**config.mk**
```make
export PLATFORM = sky130hd
export DESIGN_NAME = uart_tx_param
export DESIGN_NICKNAME = d
export VERILOG_FILES = /design/src/rtl/uart_pkg.sv /design/src/rtl/uart_baud_gen.sv /design/src/rtl/uart_tx_param.sv
export SDC_FILE = /design/constraint.sdc
export NUM_CORES = 1
export LEC_CHECK = 0
export BUFFER_PORTS_ARGS = -buffer_cell sky130_fd_sc_hd__buf_2
export CORE_MARGIN = 2
export CORE_UTILIZATION = 51
export DETAILED_ROUTE_END_ITERATION = 8
export GPL_TIMING_DRIVEN = 0
export PLACE_DENSITY = 0.73
export SYNTH_ARGS = -nofsm -noshare
export SYNTH_HDL_FRONTEND = slang
export SYNTH_SLANG_ARGS = --single-unit
```
**constraint.sdc**
```tcl
create_clock -name clk -period 1.95 [get_ports clk]
set_input_delay 0.39 -clock clk [delete_from_list [all_inputs] [get_ports clk]]
set_output_delay 0.39 -clock clk [all_outputs]
set_load 0.02 [all_outputs]
```
**src/rtl/uart_pkg.sv**
```systemverilog
// Shared UART definitions: frame-engine states, parity modes and the default baud divider.
// Used by the transmitter now and intended for a future parametrised receiver.
package uart_pkg;

    typedef enum logic [2:0] {
        ST_IDLE,
        ST_START,
        ST_DATA,
        ST_PARITY,
        ST_STOP
    } uart_state_e;

    localparam int PAR_NONE = 0;
    localparam int PAR_ODD  = 1;
    localparam int PAR_EVEN = 2;

    // 50 MHz system clock / 115200 baud
    localparam int CLKS_PER_BIT_115200 = 434;

endpackage

```
**src/rtl/uart_baud_gen.sv**
```systemverilog
// Bit-period divider: counts 0..CLKS_PER_BIT-1 while enabled and pulses tick_o on the last count.
// A synchronous clear restarts the period so a new bit is exactly CLKS_PER_BIT cycles long.
module uart_baud_gen #(
    parameter int CLKS_PER_BIT = 434
) (
    input  logic clk_i,
    input  logic rst_i,
    input  logic clr_i,
    input  logic en_i,
    output logic tick_o
);
    localparam int CNT_W = $clog2(CLKS_PER_BIT);
    localparam logic [CNT_W-1:0] LAST = CNT_W'(CLKS_PER_BIT - 1);

    logic [CNT_W-1:0] cnt_q, cnt_d;

    assign tick_o = en_i && (cnt_q == LAST);

    always_comb begin
        cnt_d = cnt_q + 1'b1;
        if (clr_i || !en_i || tick_o) begin
            cnt_d = '0;
        end
    end

    always_ff @(posedge clk_i) begin
        if (rst_i) begin
            cnt_q <= '0;
        end else begin
            cnt_q <= cnt_d;
        end
    end

endmodule

```
**src/rtl/uart_tx_param.sv**
```systemverilog
// Parametrised UART transmitter: start bit, DATA_BITS payload LSB first, optional parity, 1-2 stop bits.
// Define UARTTX_FIFO_EN to place a FIFO_DEPTH-entry input FIFO in front of the frame engine.
module uart_tx_param
    import uart_pkg::*;
#(
    parameter int CLKS_PER_BIT = CLKS_PER_BIT_115200,
    parameter int DATA_BITS    = 8,
    parameter int PARITY       = PAR_NONE,
    parameter int STOP_BITS    = 1,
    parameter int FIFO_DEPTH   = 4
) (
    input  logic                 clk,
    input  logic                 rst,
    input  logic                 tx_valid,
    input  logic [DATA_BITS-1:0] tx_data,
    output logic                 tx_ready,
    output logic                 tx,
    output logic                 busy
);
    localparam int IDX_W = $clog2(DATA_BITS);
    localparam logic [IDX_W-1:0] LAST_BIT  = IDX_W'(DATA_BITS - 1);
    localparam logic [IDX_W-1:0] LAST_STOP = IDX_W'(STOP_BITS - 1);

    if (CLKS_PER_BIT < 2 || DATA_BITS < 5 || DATA_BITS > 9 || STOP_BITS < 1 || STOP_BITS > 2 ||
        (PARITY != PAR_NONE && PARITY != PAR_ODD && PARITY != PAR_EVEN) ||
        FIFO_DEPTH < 2 || (FIFO_DEPTH & (FIFO_DEPTH - 1)) != 0) begin : g_bad_param
        $error("uart_tx_param: illegal parameter value");
    end

    uart_state_e          state_q, state_d;
    logic [DATA_BITS-1:0] shift_q, shift_d, load_data;
    logic                 par_q, par_d;
    logic [IDX_W-1:0]     idx_q, idx_d;
    logic                 tick, load, stop_end;

    function automatic logic parity_of(input logic [DATA_BITS-1:0] d);
        return (PARITY == PAR_ODD) ? ~(^d) : ^d;
    endfunction

    uart_baud_gen #(.CLKS_PER_BIT(CLKS_PER_BIT)) u_baud (
        .clk_i  (clk),
        .rst_i  (rst),
        .clr_i  (load),
        .en_i   (state_q != ST_IDLE),
        .tick_o (tick)
    );

    // idx_q doubles as the stop-bit counter once the payload is out
    assign stop_end = (state_q == ST_STOP) && tick && (idx_q == LAST_STOP);

`ifdef UARTTX_FIFO_EN
    localparam int PTR_W = $clog2(FIFO_DEPTH);

    logic [DATA_BITS-1:0] mem_q [FIFO_DEPTH];
    logic [PTR_W-1:0]     wr_q, rd_q;
    logic [PTR_W:0]       cnt_q;
    logic                 push, pop, empty, full;

    assign empty    = (cnt_q == '0);
    assign full     = (cnt_q == (PTR_W + 1)'(FIFO_DEPTH));
    assign tx_ready = !rst && !full;
    assign push     = tx_valid && tx_ready;
    // empty is registered, so a word pushed into an empty FIFO starts one cycle later
    assign pop      = !empty && ((state_q == ST_IDLE) || stop_end);
    assign load     = pop;
    assign load_data = mem_q[rd_q];
    assign busy     = (state_q != ST_IDLE) || !empty;

    always_ff @(posedge clk) begin
        if (rst) begin
            wr_q  <= '0;
            rd_q  <= '0;
            cnt_q <= '0;
        end else begin
            wr_q  <= wr_q + PTR_W'(push);
            rd_q  <= rd_q + PTR_W'(pop);
            cnt_q <= cnt_q + (PTR_W + 1)'(push) - (PTR_W + 1)'(pop);
        end
    end

    always_ff @(posedge clk) begin
        if (push) begin
            mem_q[wr_q] <= tx_data;
        end
    end
`else
    assign tx_ready  = !rst && ((state_q == ST_IDLE) || stop_end);
    assign load      = tx_valid && tx_ready;
    assign load_data = tx_data;
    assign busy      = (state_q != ST_IDLE);
`endif

    always_comb begin
        state_d = state_q;
        shift_d = shift_q;
        par_d   = par_q;
        idx_d   = idx_q;
        unique case (state_q)
            ST_IDLE: ;
            ST_START: if (tick) state_d = ST_DATA;
            ST_DATA: begin
                if (tick) begin
                    shift_d = shift_q >> 1;
                    if (idx_q == LAST_BIT) begin
                        idx_d   = '0;
                        state_d = (PARITY != PAR_NONE) ? ST_PARITY : ST_STOP;
                    end else begin
                        idx_d = idx_q + 1'b1;
                    end
                end
            end
            ST_PARITY: if (tick) state_d = ST_STOP;
            ST_STOP: begin
                if (tick) begin
                    if (idx_q == LAST_STOP) begin
                        idx_d   = '0;
                        state_d = ST_IDLE;
                    end else begin
                        idx_d = idx_q + 1'b1;
                    end
                end
            end
            default: state_d = ST_IDLE;
        endcase
        if (load) begin
            state_d = ST_START;
            shift_d = load_data;
            par_d   = parity_of(load_data);
            idx_d   = '0;
        end
    end

    always_comb begin
        tx = 1'b1;
        case (state_q)
            ST_START:  tx = 1'b0;
            ST_DATA:   tx = shift_q[0];
            ST_PARITY: tx = par_q;
            default:   tx = 1'b1;
        endcase
    end

    always_ff @(posedge clk) begin
        if (rst) begin
            state_q <= ST_IDLE;
            idx_q   <= '0;
        end else begin
            state_q <= state_d;
            idx_q   <= idx_d;
        end
    end

    always_ff @(posedge clk) begin
        shift_q <= shift_d;
        par_q   <= par_d;
    end

endmodule

```
==> impl_metrics.toml, run 1 <==
[run_status]
outcome = "finished, final reports clean"

[cts]
cts.clk_slew.worst_paths_ps = 140
htree_num_levels = 1
cts-root-buf = "clkbuf_4"
cts.sinks = 24
clk_latency_ps = 320
cts_made_buffers = 3
clk_path_buf_depth = 2
cts_tree = "built"

[synth]
postSynthAreaPerCell_um2 = 10.3
seq_area_frac_synth = 0.430
yosysMostFrequentCell = "nor2_1"
synth_top_family_by_area = "simple AND/OR/NAND/NOR gates"
syn-cell-area_mm2 = 0.00133
ys_warn_count = 0
ys_seq_elements = 24
synthDistinctLibCells = 34
synth_compound_area_frac = 0.101
synth_top_area_cell = "dfxtp_1"
synth_mux_area_frac = 0.0868
yosys-top-cells-count = "17 x nor2_1, 15 x dfxtp_1, 12 x xnor2_1, 10 x inv_1, 9 x edfxtp_1"
synth_top_area_frac = 0.226
synth-adder-area-share = 0.0472
synth_nets = 145
synthTopCellsByArea = "dfxtp_1 23%, edfxtp_1 20%, mux2_4 7.9%"
synth-edff-count = 9
synthXorXnorAreaFrac = 0.0925
async_flop_share = 0
netlist_instances = 129
yosys.area_share.simple = 0.195
ys.flop_type = "dfxtp_1"

[timing]
clock_skew_ps = 13.0
timing.fmax_ghz = 0.522
worst_pin_slew_ps = 562
rsz0062_at_grt = "true"
finalHoldViolations = 0
period_share = 0.983
relSlewSlack = 0.621
hold_ws_ps = 388
finalMaxSlewViolations = 0
fin_crit_ps = 1920
setup_violations = 0

[power]
peakVddDrop_v = 0.000470
power_density_mw_per_mm2 = 629
power_uw = 952
p_leak_nw = 0.551

[detailed_routing]
vias = 969
wl_um = 2320
drt-initial-drc-count = 12
drc_errors = 0
postRouteAntennaNets = 0
vias_per_cell = 5.44
wire_per_inst_um = 13.1
dr.pass1.iters = 4

[critical_path]
worstPathRequired_ps = 1560
endpoint = "tx_ready"
r2r-start = "state_q[0]"
worstPathCellList = "inv_1, ha_1, and4b_4, nand3_4, a21boi_2, buf_6"
ff2ff_setup_slack_ps = 120
cp_max_fo = 4
critPathMaxStageDelay_ps = 340
critPathCaptureType = "output pin"
critPathLaunch = "u_baud.cnt_q[1]"
worstPathArrival_ps = 1530
crit_type = "flip-flop to output pin"
reg2reg_depth = 6
cp_slowest_cell = "dfxtp_2"
startpoint_type = "flip-flop"
r2r_end = "shift_q[5]"

[floorplan]
chipHeight_um = 55.0
initial_core_util = 0.535
dieArea_mm2 = 0.00302
core_area_mm2 = 0.00248
die_x_um = 55.0
num_rows = 18
ioPinCount = 14

[placement]
io_buffers = 13
place.gp.congestion = 0.705
hpwlAfterDp_um = 1700
dpl_cell_area_mm2 = 0.00143

[global_route]
grt_pass1_vias = 848
grt.total_usage = 0.158
overflow = 0
grt_max_degree = 14
grt_pass1_wl_um = 3480
antenna_found_initial = 0

[hold_path]
holdCritPathClass = "primary input to flip-flop"
hold_depth = 2
min_from = "tx_data[1]"

[finish]
num-fill-cells = 214
fin_area_mm2 = 0.00151
areaGrowthSynthToFinish_pct = 14.1
fin_nets = 165
drive_gt1_frac = 0.270
n_antenna_cell = 0

[run]
maxCapViolCount = 0
-- worst min path at each step --
stage / end
floorplan: u_baud.cnt_q[0]
global placement: u_baud.cnt_q[0]
detailed placement: u_baud.cnt_q[0]
CTS: shift_q[1]
global route: shift_q[1]
finish: shift_q[1]
-- cell families after synthesis --
group / count (synthesis)
compound gates: 18
xor+xnor: 14
fa+ha+maj: 5
buf+inv: 14
flops: 24
mux: 8
simple gates: 46
-- metrics by stage --
stage,worst slack [ps],util,setup TNS (ps),cells
4_1_cts,3.44,0.609,0,179
2_1_floorplan,55.8,-,0,129
3_5_place_dp,-370,0.577,-2960,172
5_1_grt,-40.6,0.611,-40.6,178
3_3_place_gp,-288,0.577,-2310,172
6_report,34.1,0.611,0,178
-- layout make-up --
class	count	area, µm²	area share
Timing Repair Buffer	16	93.8	0.0620
Multi-Input combinational cell	91	713	0.471
Tap cell	30	37.5	0.0248
Clock buffer	4	36.3	0.0240
Sequential cell	24	573	0.379
Inverter	10	37.5	0.0248
Buffer	3	21.3	0.0141
-- power breakdown --
part	switching (mW)	internal (mW)	total (mW)
logic	0.0733	0.0685	0.142
registers	0.00462	0.541	0.545
clock network	0.151	0.114	0.265
total	0.229	0.723	0.952
-- critical path, delay by kind of cell, from the launching register on --
family / cells / cell delay (ps)
and+or+nand+nor: 2 / 370
buffers and inverters: 2 / 180
adders and majority gates: 1 / 170
DFF: 1 / 340
AOI/OAI and AO/OA: 1 / 160
-- sequential cells by signal (all words and copies together) (netlist names) --
register,flops
idx_q,3
par_q,1
u_baud.cnt_q,9
shift_q,8
state_q,3
-- layer usage --
layer | up-vias | track usage | share of wire
li1 | 486 | - | -
met1 | 467 | 0.191 | 0.47
met2 | 14 | 0.282 | 0.50
met3 | 2 | 0.0484 | 0.031
met4 | 0 | 0.0244 | 0.0043
met5 | - | 0 | 0
-- placed cells by master, fill, tap and decap left out, types with 3 or more instances in the layout --
master,count
nand2_1,6
edfxtp_1,9
ha_1,5
mux2_4,7
nand2b_1,4
dfxtp_1,13
nand3_1,7
xnor2_1,12
a21oi_1,5
buf_2,14
inv_1,10
nor2_1,17
buf_4,3
clkbuf_4,3
-- repair_timing --
action	in CTS	in global routing
hold buffers	0	0
setup buffers	3	0
gates resized for setup	7	2
pin swaps	0	1
endpoints found under the setup margin	9	10
Power figures use the tool's default switching activity.
==> run 2: changes to the inputs <==
PLACE_DENSITY = 0.7   (was 0.73)
==> impl_metrics.toml, run 2 (synthesis results as in run 1) <==
[floorplan]
ioPinCount = 14
chipHeight_um = 55.0
initial_core_util = 0.535
dieArea_mm2 = 0.00302
die_x_um = 55.0
core_area_mm2 = 0.00248
num_rows = 18

[power]
pwr-share-seq = 0.600
switchingPower_uw = 227
power_uw = 912
p_clk_frac = 0.242
p_leak_nw = 0.547
power_density_mw_per_mm2 = 601
pwr-share-comb = 0.158
p_int_uw = 685
peakVddDrop_v = 0.000415
switching_share = 0.249

[placement]
io_buffers = 13
numPlacedInstances = 172
hpwlAfterDp_um = 1770
post-place-ws_ps = -290
place.gp.congestion = 0.747

[critical_path]
cp_slowest_cell = "dfxtp_2"
critPathLaunch = "u_baud.cnt_q[1]"
worstPathRequired_ps = 1560
startpoint_type = "flip-flop"
r2r-start = "state_q[0]"
worstPathArrival_ps = 1480
critPathTopFamily = "simple AND/OR/NAND/NOR gates"
critPathMaxStageDelay_ps = 350
crit_type = "flip-flop to output pin"
critPathCaptureType = "output pin"
cp_num_buf_inv = 2
reg2reg_depth = 6
cp_max_fo = 4
worstPathCellList = "inv_2, ha_4, and4b_4, nand3_4, a21boi_2, buf_6"
r2r_end = "shift_q[4]"
ff2ff_setup_slack_ps = 170

[timing]
clock_skew_ps = 12.1
setup_ws_ps = 81.4
relSlewSlack = 0.614
rsz0062_at_grt = "false"
worst_pin_slew_ps = 573
timing.fmax_ghz = 0.535
finalHoldViolations = 0
period_share = 0.958
setup_violations = 0
fin_crit_ps = 1870
finalMaxSlewViolations = 0

[cts]
cts_made_buffers = 3
cts_tree = "built"
cts_hold_buf = 0
clk_latency_ps = 310
cts.sinks = 24
cts.clk_slew.worst_paths_ps = 140
clk_path_buf_depth = 2
cts-root-buf = "clkbuf_4"
htree_num_levels = 1

[detailed_routing]
postRouteAntennaNets = 0
vias_per_cell = 5.46
wire_per_inst_um = 14.0
drt-initial-drc-count = 24
drc_errors = 0
dr.pass1.iters = 4
vias = 972
wl_um = 2490

[global_route]
grt_max_degree = 14
grt.total_usage = 0.169
overflow = 0
grt_pass1_vias = 885
grt_pass1_wl_um = 3660
antenna_found_initial = 0

[finish]
stdcell_count = 178
mostFrequentLayoutCell = "nor2_1"
fin_nets = 165
drive_gt1_frac = 0.284
layout_common_cells = "17 x nor2_1, 14 x buf_2, 12 x xnor2_1, 12 x dfxtp_1"
largest-register = "u_baud.cnt_q"
largest_reg_flops = 9
areaGrowthSynthToFinish_pct = 14.3
top_regs = "u_baud.cnt_q (9), shift_q (8)"
n_antenna_cell = 0

[run_status]
outcome = "finished, final reports clean"

[hold_path]
min_from = "tx_data[5]"
holdCritPathClass = "primary input to flip-flop"
hold_depth = 2
min_to = "shift_q[5]"

[run]
maxCapViolCount = 0
[run 2: worst max-delay path by stage]
| stage | end | slack (ps) | depth (start not counted) |
|---|---|---|---|
| detailed placement | shift_q[4] | -290 | 5 |
| finish | tx_ready | 80 | 6 |
| floorplan | shift_q[0] | 60 | 5 |
| global route | tx_ready | 10 | 6 |
| CTS | tx_ready | 6 | 6 |
| global placement | shift_q[5] | -280 | 5 |
[run 2: metal layers]
layer	vias up	global-route usage	routed length, µm
li1	487	-	-
met5	-	0	0
met4	0	0.0569	12
met3	2	0.0242	66
met2	10	0.294	1310
met1	473	0.214	1100
[run 2: power groups by stage]
| stage | Sequential (mW) | Clock [mW] | Combinational (mW) |
|---|---|---|---|
| 5_1_grt | 0.549 | 0.249 | 0.156 |
| 3_3_place_gp | 0.557 | 0 | 0.128 |
| 2_1_floorplan | 0.556 | 0 | 0.0963 |
| 6_report | 0.547 | 0.221 | 0.144 |
| 4_1_cts | 0.546 | 0.227 | 0.140 |
| 3_5_place_dp | 0.558 | 0 | 0.132 |
[run 2: worst register-to-register path, delay by kind of cell (launching register included)]
| kind | cells | cell delay (ps) |
|---|---|---|
| AOI/OAI and AO/OA | 1 | 200 |
| buffers and inverters | 2 | 330 |
| DFF | 1 | 320 |
| muxes | 1 | 300 |
| and+or+nand+nor | 2 | 410 |
[run 2: per-stage QoR]
step | hold slack, ps | cell area (µm²) | TNS (ps) | util
6_report | 400 | 1520 | 0 | 0.612
5_1_grt | 396 | 1520 | 0 | 0.612
4_1_cts | 397 | 1490 | 0 | 0.603
3_5_place_dp | 479 | 1430 | -2320 | 0.577
3_3_place_gp | 460 | 1430 | -2220 | 0.577
2_1_floorplan | 444 | 1330 | 0 | -
[run 2: cell type report]
type | count | area, µm²
clock inverter | 1 | 3.75
multi-input combinational | 91 | 726
timing repair buffer | 16 | 93.8
inverter | 10 | 37.5
buffer | 3 | 21.3
fill | 214 | 961
tap | 30 | 37.5
sequential | 24 | 574
clock buffer | 3 | 22.5
[run 2: what timing repair did]
action,in CTS,in global routing
buffers inserted,3,0
setup endpoints to repair,9,10
pin swaps,0,2
resized for setup,6,7
==> run 3: changes to the inputs <==
ABC_AREA = 1   (was default)
CORE_UTILIZATION = 52   (was 51)
PLACE_DENSITY = 0.71   (was 0.7)
SYNTH_HIERARCHICAL = 1   (was default)
==> impl_metrics.toml, run 3 <==
[run_status]
outcome = "complete, but fails checks"
violations = "negative setup slack"

[global_route]
antenna_found_initial = 0
overflow = 0
grt_pass1_vias = 1138
grt.total_usage = 0.176
grt_max_degree = 14
grt_pass1_wl_um = 4570

[detailed_routing]
vias_per_cell = 4.92
vias = 1215
dr.pass1.iters = 6
postRouteAntennaNets = 0
drc_errors = 0
wl_um = 2820
drt-initial-drc-count = 50
wire_per_inst_um = 11.4

[floorplan]
die_x_um = 56.1
ioPinCount = 14
initial_core_util = 0.559
dieArea_mm2 = 0.00314
chipHeight_um = 56.1
core_area_mm2 = 0.00252
num_rows = 18

[synth]
synth-edff-count = 9
synth_nets = 201
yosys-top-cells-count = "56 x nand2_1, 23 x inv_1, 20 x nor2_1, 15 x dfxtp_1, 10 x nand3_1"
synth_top_area_cell = "dfxtp_1"
synthTopCellsByArea = "dfxtp_1 21%, edfxtp_1 19%, nand2_1 15%"
ys_warn_count = 6
postSynthAreaPerCell_um2 = 7.62
async_flop_share = 0
yosysMostFrequentCell = "nand2_1"
syn-cell-area_mm2 = 0.00141
ys_seq_elements = 24
ys.flop_type = "dfxtp_1"
netlist_instances = 185
seq_area_frac_synth = 0.405
synth_top_area_frac = 0.213
synthDistinctLibCells = 28

[critical_path]
cp_max_fo = 2
reg2reg_depth = 11
worstPathArrival_ps = 1790
critPathCaptureType = "output pin"
startpoint_type = "flip-flop"
worstPathRequired_ps = 1560
crit_type = "flip-flop to output pin"

[finish]
drive_gt1_frac = 0.323
largest_reg_flops = 9
num-fill-cells = 202
mostFrequentLayoutCell = "nand2_1"
fin_nets = 234
largest-register = "u_baud/cnt_q"
fin_area_mm2 = 0.00177
top_regs = "u_baud/cnt_q (9), shift_q (8)"
areaGrowthSynthToFinish_pct = 25.4
stdcell_count = 247
n_antenna_cell = 0
layout_common_cells = "55 x nand2_1, 21 x inv_1, 19 x nor2_1"

[placement]
post-place-ws_ps = -144
place.gp.congestion = 0.902
numPlacedInstances = 228
io_buffers = 13
hpwlAfterDp_um = 1920
dpl_cell_area_mm2 = 0.00155

[timing]
worst_pin_slew_ps = 304
clock_skew_ps = 7.82
fin_crit_ps = 2180
timing.fmax_ghz = 0.458
relSlewSlack = 0.797
finalMaxSlewViolations = 0
setup_violations = 18
setup_ws_ps = -231
hold_ws_ps = 365
finalHoldViolations = 0
rsz0062_at_grt = "true"
period_share = 1.12

[power]
peakVddDrop_v = 0.000461
p_leak_nw = 0.755
power_density_mw_per_mm2 = 582

[cts]
clk_path_buf_depth = 2
cts.clk_slew.worst_paths_ps = 130
cts-root-buf = "clkbuf_4"
cts_made_buffers = 3
clk_latency_ps = 310
cts_hold_buf = 0
cts_tree = "built"
cts.sinks = 24
htree_num_levels = 1

[hold_path]
hold_depth = 3
holdCritPathClass = "primary input to flip-flop"

[run]
maxCapViolCount = 0
[run 3: cell count changes after synthesis, moves of 3 or more]
cell / delta
nand2_1: +50
nor2_1: +3
nand2_2: +5
nor2_2: +7
xnor2_1: -5
mux2_4: -7
a21oi_1: -5
nand2b_1: -4
o21ai_1: +3
nand3_1: +3
inv_1: +13
[run 3: routing by layer]
layer  vias up  global-route usage  wire [µm]
met2        26               0.292       1420
met3         4              0.0326         96
met1       545               0.230       1270
met4         0              0.0578         32
li1        640                   -          -
met5         -                   0          0
[run 3: repair_timing]
action,CTS,global route
pin swaps,7,8
setup buffers,11,3
gates cloned,0,2
resized for setup,9,16
endpoints found under the hold margin,0,0
endpoints found under the setup margin,25,27
[run 3: worst max-delay path, stage by stage, from the launching register on]
cell,delay [ps]
dfxtp_2,350
inv_2,60
ha_4,130
nand2_4,50
nor2_4,110
nor4b_4,220
nand3_2,140
o21ai_4,180
nand2_1,80
inv_1,70
buf_6,110
[run 3: logic make-up (layout without fill, tap and decap cells)]
kind of cell | Yosys count | in the layout | synth area share
xor+xnor | 10 | 10 | 0.0622
flops | 24 | 24 | 0.405
simple gates | 107 | 108 | 0.344
fa+ha+maj | 5 | 5 | 0.0444
compound gates | 10 | 10 | 0.0506
buf+inv | 29 | 60 | 0.0941
[run 3: where the power goes]
group          leakage (nW)  switching [mW]  internal [mW]
Combinational         0.531           0.136          0.112
Sequential            0.209          0.0141          0.546
Clock                0.0150           0.142         0.0797
Total                 0.755           0.292          0.737
[run 3: final cells by class]
type | count | area, µm² | share of cell area
inverters | 26 | 103 | 0.0581
repair buffers | 28 | 200 | 0.113
flip-flops and latches | 24 | 587 | 0.332
clock buffers | 4 | 26.3 | 0.0149
well taps | 30 | 37.5 | 0.0212
plain buffers | 2 | 22.5 | 0.0127
multi-input cells | 133 | 791 | 0.448
[run 3: final timing paths]
kind	startpoint	slack, ps	end
worst max-delay path	u_baud/cnt_q[1]	-230	tx_ready
worst min-delay path	tx_data[4]	370	shift_q[4]
worst max register to register	u_baud/cnt_q[1]	-140	shift_q[7]
worst min register to register	shift_q[7]	540	shift_q[6]
[run 3: stage by stage]
stage / util / setup TNS [ps] / total power [mW]
after floorplan: - / 0 / 0.709
after global placement: 0.613 / -1490 / 0.751
after detailed placement: 0.613 / -2270 / 0.759
after CTS: 0.659 / -1700 / 1.00
after global routing: 0.700 / -4640 / 1.08
final: 0.700 / -1420 / 1.03
